## config.mk

```make
export PLATFORM = sky130hd
export DESIGN_NAME = tipi_mailbox_ctrl_flat
export DESIGN_NICKNAME = d
export VERILOG_FILES = /design/src/rtl/tipi_mailbox_ctrl_if.sv /design/src/rtl/tipi_mailbox_ctrl.sv /design/src/flat_wrapper.sv
export SDC_FILE = /design/constraint.sdc
export NUM_CORES = 1
export LEC_CHECK = 0
export CAP_MARGIN = 25
export CORE_MARGIN = 10
export CORE_UTILIZATION = 54
export CTS_CLUSTER_DIAMETER = 200
export CTS_CLUSTER_SIZE = 20
export DETAILED_ROUTE_END_ITERATION = 10
export HOLD_SLACK_MARGIN = 0.15
export PLACE_DENSITY_LB_ADDON = 0.12
export SLEW_MARGIN = 20
export SYNTH_ARGS = -nofsm -noshare
export SYNTH_HDL_FRONTEND = slang
export SYNTH_SLANG_ARGS = --single-unit
```

## constraint.sdc

```tcl
create_clock -name clk -period 3 [get_ports clk]
set_input_delay 0.75 -clock clk [delete_from_list [all_inputs] [get_ports clk]]
set_output_delay 0.75 -clock clk [all_outputs]
set_load 0.05 [all_outputs]
```

## src/rtl/tipi_mailbox_ctrl_if.sv

```systemverilog
// TIPI mailbox bus bundle: TI expansion-bus side and RPi side of the mailbox.
// TI-side vectors use TI bit numbering (bit 0 = MSB).
`timescale 1ns/1ps
interface tipi_mailbox_ctrl_if;
  logic [0:15] ti_a;
  logic [0:7]  ti_data;
  logic        ti_memen;
  logic        ti_we;
  logic        ti_dbin;
  logic        ti_cruclk;
  logic        ti_reset;
  logic [3:0]  cru_base;
  logic        rpi_wr;
  logic        rpi_sel;
  logic [7:0]  rpi_wdata;
  logic        rpi_tc_ack;
  logic [7:0]  rpi_td;
  logic [7:0]  rpi_tc;
  logic        rpi_tc_new;
  logic [0:7]  ti_rdata;
  logic        crubit;
  logic        tipi_data_out;
  logic        tipi_control_out;
  logic        tipi_dsr_out;

  modport slave (
    input  ti_a, ti_data, ti_memen, ti_we, ti_dbin, ti_cruclk, ti_reset, cru_base,
    input  rpi_wr, rpi_sel, rpi_wdata, rpi_tc_ack,
    output rpi_td, rpi_tc, rpi_tc_new, ti_rdata, crubit,
    output tipi_data_out, tipi_control_out, tipi_dsr_out
  );

  modport master (
    output ti_a, ti_data, ti_memen, ti_we, ti_dbin, ti_cruclk, ti_reset, cru_base,
    output rpi_wr, rpi_sel, rpi_wdata, rpi_tc_ack,
    input  rpi_td, rpi_tc, rpi_tc_new, ti_rdata, crubit,
    input  tipi_data_out, tipi_control_out, tipi_dsr_out
  );
endinterface

```

## src/rtl/tipi_mailbox_ctrl.sv

```systemverilog
// TIPI mailbox controller: synchronizes TI strobes into clk, owns the CRU
// enable bit and the TD/TC/RD/RC mailbox registers, drives the transceiver
// OE* lines and the TC-written notification towards the RPi.
`timescale 1ns/1ps
module tipi_mailbox_ctrl #(
  parameter int          SYNC_STAGES = 2,
  parameter logic [15:0] ADDR_TD     = 16'h5FFF,
  parameter logic [15:0] ADDR_TC     = 16'h5FFD,
  parameter logic [15:0] ADDR_RD     = 16'h5FFB,
  parameter logic [15:0] ADDR_RC     = 16'h5FF9,
  parameter logic [15:0] DSR_LAST    = 16'h5FF7
) (
  input  logic                clk,
  input  logic                rst_n,
  tipi_mailbox_ctrl_if.slave  bus
);

  typedef enum logic [1:0] {
    ST_IDLE  = 2'd0,
    ST_WRITE = 2'd1,
    ST_READ  = 2'd2,
    ST_HOLD  = 2'd3
  } state_t;

  // Strobe vector order: {memen, we, dbin, cruclk, reset}; idle levels below.
  localparam logic [4:0] STRB_IDLE = 5'b11011;

  logic [4:0]  r_sync [SYNC_STAGES];
  logic        r_we_d;
  logic        r_cruclk_d;
  logic [15:0] r_addr;
  logic [7:0]  r_data;
  state_t      r_state;
  state_t      w_state_nxt;
  logic [7:0]  r_td, r_tc, r_rd, r_rc, r_rdata;
  logic        r_tc_new, r_crubit;
  logic        r_oe_data, r_oe_ctrl, r_oe_dsr;
  logic        r_pend_vld, r_pend_sel;
  logic [7:0]  r_pend_data;

  logic [4:0]  w_raw, w_strb;
  logic        w_memen_s, w_we_s, w_dbin_s, w_cruclk_s, w_treset_s;
  logic        w_we_fall, w_cru_fall, w_cru_hit;
  logic        w_hit_rd, w_hit_rc, w_hit_dsr, w_read_hit;
  logic        w_enter_read, w_read_exit, w_wr_blocked;

  assign w_raw      = {bus.ti_memen, bus.ti_we, bus.ti_dbin, bus.ti_cruclk, bus.ti_reset};
  assign w_strb     = r_sync[SYNC_STAGES-1];
  assign w_memen_s  = w_strb[4];
  assign w_we_s     = w_strb[3];
  assign w_dbin_s   = w_strb[2];
  assign w_cruclk_s = w_strb[1];
  assign w_treset_s = w_strb[0];
  assign w_we_fall  = r_we_d & ~w_we_s;
  assign w_cru_fall = r_cruclk_d & ~w_cruclk_s;

  // CRU bit address: 0001 nnnn 0000000 b  (n = cru_base, b = value)
  assign w_cru_hit  = (r_addr[15:12] == 4'h1) && (r_addr[11:8] == bus.cru_base) &&
                      (r_addr[7:1] == 7'd0);
  assign w_hit_rd   = (r_addr == ADDR_RD);
  assign w_hit_rc   = (r_addr == ADDR_RC);
  assign w_hit_dsr  = (r_addr >= 16'h4000) && (r_addr <= DSR_LAST) && !w_hit_rd && !w_hit_rc;
  assign w_read_hit = w_hit_rd | w_hit_rc | w_hit_dsr;

  assign w_enter_read = (r_state == ST_IDLE) && (w_state_nxt == ST_READ);
  assign w_read_exit  = (r_state == ST_READ) && (w_state_nxt != ST_READ);
  // An RPi write to the register currently being driven to the TI is deferred.
  assign w_wr_blocked = bus.rpi_wr && (r_state == ST_READ) && !w_read_exit &&
                        ((!bus.rpi_sel && !r_oe_data) || (bus.rpi_sel && !r_oe_ctrl));

  // Strobe synchronizer chains, reset to the inactive strobe levels.
  always_ff @(posedge clk or negedge rst_n) begin
    if (!rst_n) begin
      for (int i = 0; i < SYNC_STAGES; i++) r_sync[i] <= STRB_IDLE;
    end else begin
      r_sync[0] <= w_raw;
      for (int i = 1; i < SYNC_STAGES; i++) r_sync[i] <= r_sync[i-1];
    end
  end

  // Edge-detect history and single registration of address/data buses.
  always_ff @(posedge clk or negedge rst_n) begin
    if (!rst_n) begin
      r_we_d     <= 1'b1;
      r_cruclk_d <= 1'b1;
      r_addr     <= 16'h0000;
      r_data     <= 8'h00;
    end else begin
      r_we_d     <= w_we_s;
      r_cruclk_d <= w_cruclk_s;
      r_addr     <= bus.ti_a;
      r_data     <= bus.ti_data;
    end
  end

  // FSM state register.
  always_ff @(posedge clk or negedge rst_n) begin
    if (!rst_n) r_state <= ST_IDLE;
    else        r_state <= w_state_nxt;
  end

  // FSM next-state: HOLD waits for the strobe to end so one strobe captures once.
  always_comb begin
    w_state_nxt = r_state;
    case (r_state)
      ST_IDLE: begin
        if (!w_memen_s && w_we_fall && r_crubit)                    w_state_nxt = ST_WRITE;
        else if (!w_memen_s && w_dbin_s && r_crubit && w_read_hit)  w_state_nxt = ST_READ;
        else                                                        w_state_nxt = ST_IDLE;
      end
      ST_WRITE: w_state_nxt = ST_HOLD;
      ST_READ: begin
        if (w_memen_s || !w_dbin_s) w_state_nxt = ST_HOLD;
        else                        w_state_nxt = ST_READ;
      end
      ST_HOLD: begin
        if (w_we_s && w_memen_s) w_state_nxt = ST_IDLE;
        else                     w_state_nxt = ST_HOLD;
      end
      default: w_state_nxt = ST_IDLE;
    endcase
  end

  // TI-owned registers; synchronized TI reset clears them but not RD/RC.
  always_ff @(posedge clk or negedge rst_n) begin
    if (!rst_n) begin
      r_crubit <= 1'b0;
      r_td     <= 8'h00;
      r_tc     <= 8'h00;
      r_tc_new <= 1'b0;
    end else if (!w_treset_s) begin
      r_crubit <= 1'b0;
      r_td     <= 8'h00;
      r_tc     <= 8'h00;
      r_tc_new <= 1'b0;
    end else begin
      if (w_cru_fall && w_cru_hit) r_crubit <= r_addr[0];
      if ((r_state == ST_WRITE) && (r_addr == ADDR_TD)) r_td <= r_data;
      // A TC write in the same cycle as an ack keeps the flag set.
      if ((r_state == ST_WRITE) && (r_addr == ADDR_TC)) begin
        r_tc     <= r_data;
        r_tc_new <= 1'b1;
      end else if (bus.rpi_tc_ack) begin
        r_tc_new <= 1'b0;
      end
    end
  end

  // One-entry pending buffer for RPi writes that hit the register being read.
  always_ff @(posedge clk or negedge rst_n) begin
    if (!rst_n) begin
      r_pend_vld  <= 1'b0;
      r_pend_sel  <= 1'b0;
      r_pend_data <= 8'h00;
    end else if (w_wr_blocked) begin
      r_pend_vld  <= 1'b1;
      r_pend_sel  <= bus.rpi_sel;
      r_pend_data <= bus.rpi_wdata;
    end else if (w_read_exit) begin
      r_pend_vld  <= 1'b0;
    end
  end

  // RD/RC update: drain pending on READ exit, then a direct write (newer) wins.
  always_ff @(posedge clk or negedge rst_n) begin
    if (!rst_n) begin
      r_rd <= 8'h00;
      r_rc <= 8'h00;
    end else begin
      if (w_read_exit && r_pend_vld) begin
        if (r_pend_sel) r_rc <= r_pend_data;
        else            r_rd <= r_pend_data;
      end
      if (bus.rpi_wr && !w_wr_blocked) begin
        if (bus.rpi_sel) r_rc <= bus.rpi_wdata;
        else             r_rd <= bus.rpi_wdata;
      end
    end
  end

  // Read data follows the addressed RD/RC except while READ, where it is frozen.
  always_ff @(posedge clk or negedge rst_n) begin
    if (!rst_n)                  r_rdata <= 8'h00;
    else if (r_state != ST_READ) r_rdata <= w_hit_rc ? r_rc : r_rd;
  end

  // Transceiver OE*: one line low only while in READ.
  always_ff @(posedge clk or negedge rst_n) begin
    if (!rst_n) begin
      r_oe_data <= 1'b1;
      r_oe_ctrl <= 1'b1;
      r_oe_dsr  <= 1'b1;
    end else if (w_enter_read) begin
      r_oe_data <= ~w_hit_rd;
      r_oe_ctrl <= ~w_hit_rc;
      r_oe_dsr  <= ~w_hit_dsr;
    end else if (w_state_nxt != ST_READ) begin
      r_oe_data <= 1'b1;
      r_oe_ctrl <= 1'b1;
      r_oe_dsr  <= 1'b1;
    end
  end

  assign bus.rpi_td           = r_td;
  assign bus.rpi_tc           = r_tc;
  assign bus.rpi_tc_new       = r_tc_new;
  assign bus.ti_rdata         = r_rdata;
  assign bus.crubit           = r_crubit;
  assign bus.tipi_data_out    = r_oe_data;
  assign bus.tipi_control_out = r_oe_ctrl;
  assign bus.tipi_dsr_out     = r_oe_dsr;

endmodule

```

## src/flat_wrapper.sv

```systemverilog
// flat-port wrapper written by rule: the top's interface ports become plain ports
module tipi_mailbox_ctrl_flat 
#(
  parameter int          SYNC_STAGES = 2,
  parameter logic [15:0] ADDR_TD     = 16'h5FFF,
  parameter logic [15:0] ADDR_TC     = 16'h5FFD,
  parameter logic [15:0] ADDR_RD     = 16'h5FFB,
  parameter logic [15:0] ADDR_RC     = 16'h5FF9,
  parameter logic [15:0] DSR_LAST    = 16'h5FF7
)
  (clk, rst_n, bus_ti_a, bus_ti_data, bus_ti_memen, bus_ti_we, bus_ti_dbin, bus_ti_cruclk, bus_ti_reset, bus_cru_base, bus_rpi_wr, bus_rpi_sel, bus_rpi_wdata, bus_rpi_tc_ack, bus_rpi_td, bus_rpi_tc, bus_rpi_tc_new, bus_ti_rdata, bus_crubit, bus_tipi_data_out, bus_tipi_control_out, bus_tipi_dsr_out);
  tipi_mailbox_ctrl_if bus_i ();
  input  logic clk;
  input  logic rst_n;
  input wire logic [$bits(bus_i.ti_a)-1:0] bus_ti_a;
  input wire logic [$bits(bus_i.ti_data)-1:0] bus_ti_data;
  input wire logic [$bits(bus_i.ti_memen)-1:0] bus_ti_memen;
  input wire logic [$bits(bus_i.ti_we)-1:0] bus_ti_we;
  input wire logic [$bits(bus_i.ti_dbin)-1:0] bus_ti_dbin;
  input wire logic [$bits(bus_i.ti_cruclk)-1:0] bus_ti_cruclk;
  input wire logic [$bits(bus_i.ti_reset)-1:0] bus_ti_reset;
  input wire logic [$bits(bus_i.cru_base)-1:0] bus_cru_base;
  input wire logic [$bits(bus_i.rpi_wr)-1:0] bus_rpi_wr;
  input wire logic [$bits(bus_i.rpi_sel)-1:0] bus_rpi_sel;
  input wire logic [$bits(bus_i.rpi_wdata)-1:0] bus_rpi_wdata;
  input wire logic [$bits(bus_i.rpi_tc_ack)-1:0] bus_rpi_tc_ack;
  output wire logic [$bits(bus_i.rpi_td)-1:0] bus_rpi_td;
  output wire logic [$bits(bus_i.rpi_tc)-1:0] bus_rpi_tc;
  output wire logic [$bits(bus_i.rpi_tc_new)-1:0] bus_rpi_tc_new;
  output wire logic [$bits(bus_i.ti_rdata)-1:0] bus_ti_rdata;
  output wire logic [$bits(bus_i.crubit)-1:0] bus_crubit;
  output wire logic [$bits(bus_i.tipi_data_out)-1:0] bus_tipi_data_out;
  output wire logic [$bits(bus_i.tipi_control_out)-1:0] bus_tipi_control_out;
  output wire logic [$bits(bus_i.tipi_dsr_out)-1:0] bus_tipi_dsr_out;
  assign bus_i.ti_a = bus_ti_a;
  assign bus_i.ti_data = bus_ti_data;
  assign bus_i.ti_memen = bus_ti_memen;
  assign bus_i.ti_we = bus_ti_we;
  assign bus_i.ti_dbin = bus_ti_dbin;
  assign bus_i.ti_cruclk = bus_ti_cruclk;
  assign bus_i.ti_reset = bus_ti_reset;
  assign bus_i.cru_base = bus_cru_base;
  assign bus_i.rpi_wr = bus_rpi_wr;
  assign bus_i.rpi_sel = bus_rpi_sel;
  assign bus_i.rpi_wdata = bus_rpi_wdata;
  assign bus_i.rpi_tc_ack = bus_rpi_tc_ack;
  assign bus_rpi_td = bus_i.rpi_td;
  assign bus_rpi_tc = bus_i.rpi_tc;
  assign bus_rpi_tc_new = bus_i.rpi_tc_new;
  assign bus_ti_rdata = bus_i.ti_rdata;
  assign bus_crubit = bus_i.crubit;
  assign bus_tipi_data_out = bus_i.tipi_data_out;
  assign bus_tipi_control_out = bus_i.tipi_control_out;
  assign bus_tipi_dsr_out = bus_i.tipi_dsr_out;
  tipi_mailbox_ctrl #(.SYNC_STAGES(SYNC_STAGES), .ADDR_TD(ADDR_TD), .ADDR_TC(ADDR_TC), .ADDR_RD(ADDR_RD), .ADDR_RC(ADDR_RC), .DSR_LAST(DSR_LAST)) u_core (.clk(clk), .rst_n(rst_n), .bus(bus_i));
endmodule
```

==> metrics, run 1 <==
I/O Buffers=74; PostCTS Resize Cnt=0; area delta synth->final=27.86%; register area=approximately 0.0023 sq mm; CP Launch Type=flip-flop; Die ar.=0.01040 sq mm; placed wire-length estimate=5399 microns; setup tns final=0 ns; pin slew with the least headroom to its limit=about 0.63 ns; NumNets Final=between 400 and 500; largest area contributor in the netlist=dfrtp_1; clock tree from TritonCTS=built; fraction of layout cells with a size suffix above 1=0.1321; FP Rows=29; Post-synth EDFFs=0; most common cell in the synthesized netlist=dfrtp_1; final WL=roughly 7400 microns; Worst Path Arrival=around 1.7 ns; P per Cell Area=roughly 540 mW/mm^2; fin. max-slew vios=0; first-pass GRT wire length=12,150 microns; Multi-input gate area=around 0.0012 sq mm; Max Clk Rate=between 400 and 500 MHz; Slew headroom=0.5761; Antenna Violating Nets Remaining=0; post-synthesis async set-or-reset flop share=1.000; type of the most critical hold path=reg -> reg; Cells after Synth=approximately 290; syn_nets=between 300 and 400; Netlist cell types=38; initial antenna violation count=0; chip width=~100 microns; Synth top area share=0.5517; post-synthesis sequential area ratio=0.6459; #FFs+latches synth=93; Post-Syn Area=approximately 0.0036 sq mm; most common library cells after synthesis=dfrtp_1 (80), mux2i_1 (42), nand2_1 (37); fin worst setup slack=0.5224 ns; delay-heaviest family, CP=buffers and inverters; Max stage delay cell, worst path=clkdlybuf4s50_1; Design Power=about 2500 uW; pin count of the biggest net entering global routing=50; Final Hold Viols=0; yosys warns=0; synth top area cells=dfrtp_1 (55%), mux2i_1 (12%), dfstp_2 (9.4%); final period utilization=0.8259; Top FF cell, synth=dfrtp_1; IO Pins=75; DR vias=about 2,400; core area=roughly 0.0064 sq mm; setup bufs post-CTS=0; worst slack at placement=just under 0.4 ns; CP required=between 2 and 2.5 ns; vias per inst=roughly 5.4; Synth Area per Inst=12.64 sq um; H-tree depth=3; vias in the first global route=around 2,500; first-pass iteration count of the detailed router=4; RSZ-0062 raised after global routing=no; worst skew pair latency=roughly 0.35 ns; Die H=102.0 microns; clk root buf=clkbuf_8; GRT overflow=0; FILL cells=about 450; diode count=0; worst-path cell chain=clkdlybuf4s50_1; CP Class=reg -> out; initial DRC count=93; clk sink count=93; status=complete, no violations; Max VDD drop=around 380 uV; Min Hold Slack=roughly 0.36 ns; Overall Global Routing Usage=0.1478; Worst Skew=a little over 0.01 ns; critical path fanouts, max=4; leakage=0.002020 uW; CTS Buffer Depth=2; Final Wtd Congestion=0.7585; Initial Util=0.5650; Critical path buffers and inverters=1; Min Clock Period, post-route=2.478 ns; WL/cell=16.50 microns; CTS buffer count=9; hold buffer count at CTS=0; Final setup viols=0; Max-Cap Viols=0; Clk pin slew, worst setup/hold paths=roughly 0.08 ns; DRC errors left=0; CP Capture Type=output pin; CP max stage delay=between 0.8 and 0.9 ns
## cell families after synthesis
group / Yosys count / synth area share
xor gates and xnor gates: 4 / 0.009654
and+or+nand+nor: 90 / 0.1297
muxes: 51 / 0.1438
DFF: 93 / 0.6459
AOI/OAI and AO/OA: 37 / 0.05621
buffers and inverters: 12 / 0.01482
## stage by stage
step,utilization,cell area (sq um),std cells
2_1_floorplan,-,3628,287
3_3_place_gp,0.6949,4463,432
3_5_place_dp,0.6949,4463,432
4_1_cts,0.7224,4639,448
5_1_grt,0.7224,4639,448
6_report,0.7224,4639,448
## power breakdown
| group | internal [uW] | switching [uW] | total (uW) |
|---|---|---|---|
| Combinational | 160 | 222 | 382 |
| Clock | 321 | 411 | 732 |
| Sequential | 1340 | 58.1 | 1400 |
## registers in the layout, indices dropped and copies added (netlist names)
signal and cells:
u_core.r_we_d 1, u_core.r_rd 8, u_core.r_rc 8, u_core.r_state 2
u_core.bus.rpi_tc 8, u_core.bus.tipi_data_out 1, u_core.bus.rpi_td 8, u_core.r_data 8
u_core.bus.crubit 1, u_core.r_pend_data 8, u_core.bus.rpi_tc_new 1, u_core.bus.tipi_dsr_out 1
u_core.r_pend_vld 1, u_core.w_strb 5, u_core.r_pend_sel 1, u_core.r_addr 16
u_core.bus.ti_rdata 8, u_core.bus.tipi_control_out 1, u_core.r_cruclk_d 1, u_core.r_sync 5
## placed cells by master, fill, tap and decap left out, drive strengths merged, types with 2 or more instances in the layout
master	instances
clkinvlp	2
nand2b	4
and3	2
xor2	4
nand2	37
nor3	2
nand4	4
nor2b	3
buf	6
mux2i	42
clkbuf	10
clkinv	4
nand4bb	3
nor2	22
dfrtp	80
clkdlybuf4s50	73
a21oi	19
nor4	4
or4	2
nand3	2
dfstp	13
o21ai	11
mux2	9
## layer usage
metal | part of all wire | vias up | GRT usage
li1 | - | 1161 | -
met1 | 0.43 | 1168 | 0.1814
met2 | 0.49 | 72 | 0.2360
met3 | 0.076 | 5 | 0.04993
met4 | 0.0092 | 0 | 0.05857
met5 | 0 | - | 0
## path summary, 6_finish.rpt
path                                                            to  cells past startpoint  slack [ns]                            startpoint
worst max-delay path                             bus_tipi_data_out                      1        0.52  u_core.bus.tipi_data_out$_DFFE_PN1P_
worst min-delay path                    u_core.w_strb[3]$_DFF_PN1_                      0        0.36            u_core.r_sync[8]$_DFF_PN1_
worst max register to register            u_core.r_rd[4]$_DFF_PN0_                      4        0.88           u_core.r_state[1]$_DFF_PN0_
worst min register to register          u_core.w_strb[3]$_DFF_PN1_                      0        0.36            u_core.r_sync[8]$_DFF_PN1_
max in group asynchronous               u_core.w_strb[0]$_DFF_PN1_                      2        1.91                                 rst_n
min in group asynchronous       u_core.bus.ti_rdata[0]$_DFFE_PN0N_                      1        0.39                                 rst_n
## cell type report
| cell class | instances | share of cell area |
|---|---|---|
| sequential | 93 | 0.5051 |
| multi-input combinational | 182 | 0.2654 |
| timing repair buffer | 79 | 0.1699 |
| clock buffer | 10 | 0.02967 |
| tap | 77 | 0.02077 |
| clock inverter | 6 | 0.008360 |
| inverter | 1 | 0.0008091 |
Note: power is estimated with default switching activity, not from simulation.
==> run 2: changes to the inputs <==
Settings changed: CORE_UTILIZATION 54 to 46.
Clock period 3 ns to 2.2 ns, I/O delays scaled along.
==> metrics, run 2 (synthesis results as in run 1) <==
status=complete, no violations; CP Capture Type=output pin; delay-heaviest family, CP=buffers and inverters; Slew headroom=0.6531; CTS buffer count=9; Design Power=about 3800 uW; Largest register FFs=16; hold buffer count at CTS=1; Worst R2R End=u_core.bus.rpi_tc[7]$_DFFE_PN0P_; type of the most critical hold path=reg -> reg; Final setup viols=0; leakage=0.002080 uW; commonest non-fill, non-tap cell in the layout=dfrtp_1; Clk pin slew, worst setup/hold paths=roughly 0.09 ns; CP Class=reg -> out; CP required=1.65 ns; vias per inst=just over 5; final WL=7461 microns; Hold Crit Start=u_core.r_sync[7]$_DFF_PN0_; first-pass iteration count of the detailed router=4; Min Clock Period, post-route=2.127 ns; Critical path buffers and inverters=1; clk root buf=clkbuf_8; worst slack at placement=~0.12 ns; hold path cells=0; Worst Path Arrival=approximately 1.6 ns; Die ar.=0.01184 sq mm; clock tree from TritonCTS=built; Max stage delay cell, worst path=clkdlybuf4s50_1; CTS Buffer Depth=2; Final Wtd Congestion=around 0.74; CP max stage delay=approximately 0.83 ns; Max-Cap Viols=0; Inst Count DP=463; Antenna Violating Nets Remaining=0; area delta synth->final=31.97%; Initial Util=0.4720; IO Pins=75; Sw Pwr=977.2 uW; clk sink count=between 90 and 100; fraction of layout cells with a size suffix above 1=0.1534; Switching Fraction=0.2577; Die H=108.8 microns; Min Hold Slack=about 0.36 ns; worst skew pair latency=~0.35 ns; RSZ-0062 raised after global routing=no; CP Launch Type=flip-flop; r2r startpoint=u_core.r_addr[10]$_DFF_PN0_; R2R depth=4; DRC errors left=0; fin worst setup slack=approximately 0.073 ns; I/O Buffers=74; FILL cells=between 600 and 700; NumNets Final=about 420; first-pass GRT wire length=approximately 13,000 microns; final cell count without fillers=480; pin count of the biggest net entering global routing=a little over 40; setup bufs post-CTS=0; Final Hold Viols=0; clock network fraction of total power=0.358; worst-path cell chain=clkdlybuf4s50_1; critical path fanouts, max=4; most frequent cells in the layout=dfrtp_1 (80), clkdlybuf4s50_1 (70), mux2i_1 (42); core area=between 0.007 and 0.008 sq mm; initial antenna violation count=0; Overall Global Routing Usage=0.1338; Reg2Reg Setup Slack=roughly 0.15 ns; DR vias=between 2,000 and 2,500; final period utilization=0.9669; Worst Skew=~0.0096 ns; WL/cell=about 16 microns; PostCTS Resize Cnt=0; P per Cell Area=just under 800 mW/mm^2; Comb pwr share=0.138; placed wire-length estimate=about 5300 microns; setup tns final=0 ns; H-tree depth=3; initial DRC count=between 70 and 80; Largest Register=u_core.r_addr; GRT overflow=0; vias in the first global route=~2,600; pin slew with the least headroom to its limit=a little over 0.5 ns; Max VDD drop=about 440 uV; Max Clk Rate=approximately 470 MHz; diode count=0; FP Rows=32; fin. max-slew vios=0; Hold Path End=u_core.w_strb[2]$_DFF_PN0_; total internal power=between 2000 and 3000 uW; sequential power share=0.504; chip width=between 100 and 150 microns
[run 2: cell type report]
cell class	count	area, sq um	area share
Clock inverter	7	122.6	0.02561
Clock buffer	9	123.9	0.02587
Inverter	1	3.754	0.0007839
Tap cell	102	127.6	0.02665
Timing Repair Buffer	86	835.8	0.1745
Sequential cell	93	2344	0.4894
Multi-Input combinational cell	182	1231	0.2571
[run 2: routing by layer]
layer  GRT usage  part of all wire  up-vias
li1            -                 -     1164
met1      0.1653              0.42     1182
met2      0.2185              0.51       57
met3     0.03717             0.058       10
met4     0.05179             0.012        0
met5           0                 0        -
[run 2: how the worst max path moves through the flow]
| stage | endpoint | slack (ns) | cells past startpoint | from |
|---|---|---|---|---|
| after floorplan | u_core.bus.rpi_tc[0]$_DFFE_PN0P_ | 0.26 | 5 | u_core.r_addr[10]$_DFF_PN0_ |
| after global placement | u_core.r_pend_data[6]$_DFFE_PN0P_ | 0.12 | 6 | bus_rpi_sel |
| after detailed placement | u_core.r_pend_sel$_DFFE_PN0P_ | 0.12 | 6 | bus_rpi_sel |
| after CTS | bus_crubit | 0.03 | 1 | u_core.bus.crubit$_DFFE_PN0P_ |
| after global routing | bus_crubit | 0.006 | 1 | u_core.bus.crubit$_DFFE_PN0P_ |
| final | bus_crubit | 0.07 | 1 | u_core.bus.crubit$_DFFE_PN0P_ |
[run 2: power by group through the flow]
stage	sequential [uW]	combinational (uW)	clock [uW]
2_1_floorplan	2060	151	0
3_3_place_gp	1940	524	0
3_5_place_dp	1940	531	0
4_1_cts	1910	533	1390
5_1_grt	1930	571	1480
6_report	1910	523	1360
[run 2: metrics by stage]
stage	utilization	cell area (sq um)
2_1_floorplan	-	3628
4_1_cts	0.6229	4788
6_report	0.6229	4788
3_5_place_dp	0.5895	4532
3_3_place_gp	0.5895	4532
5_1_grt	0.6229	4788
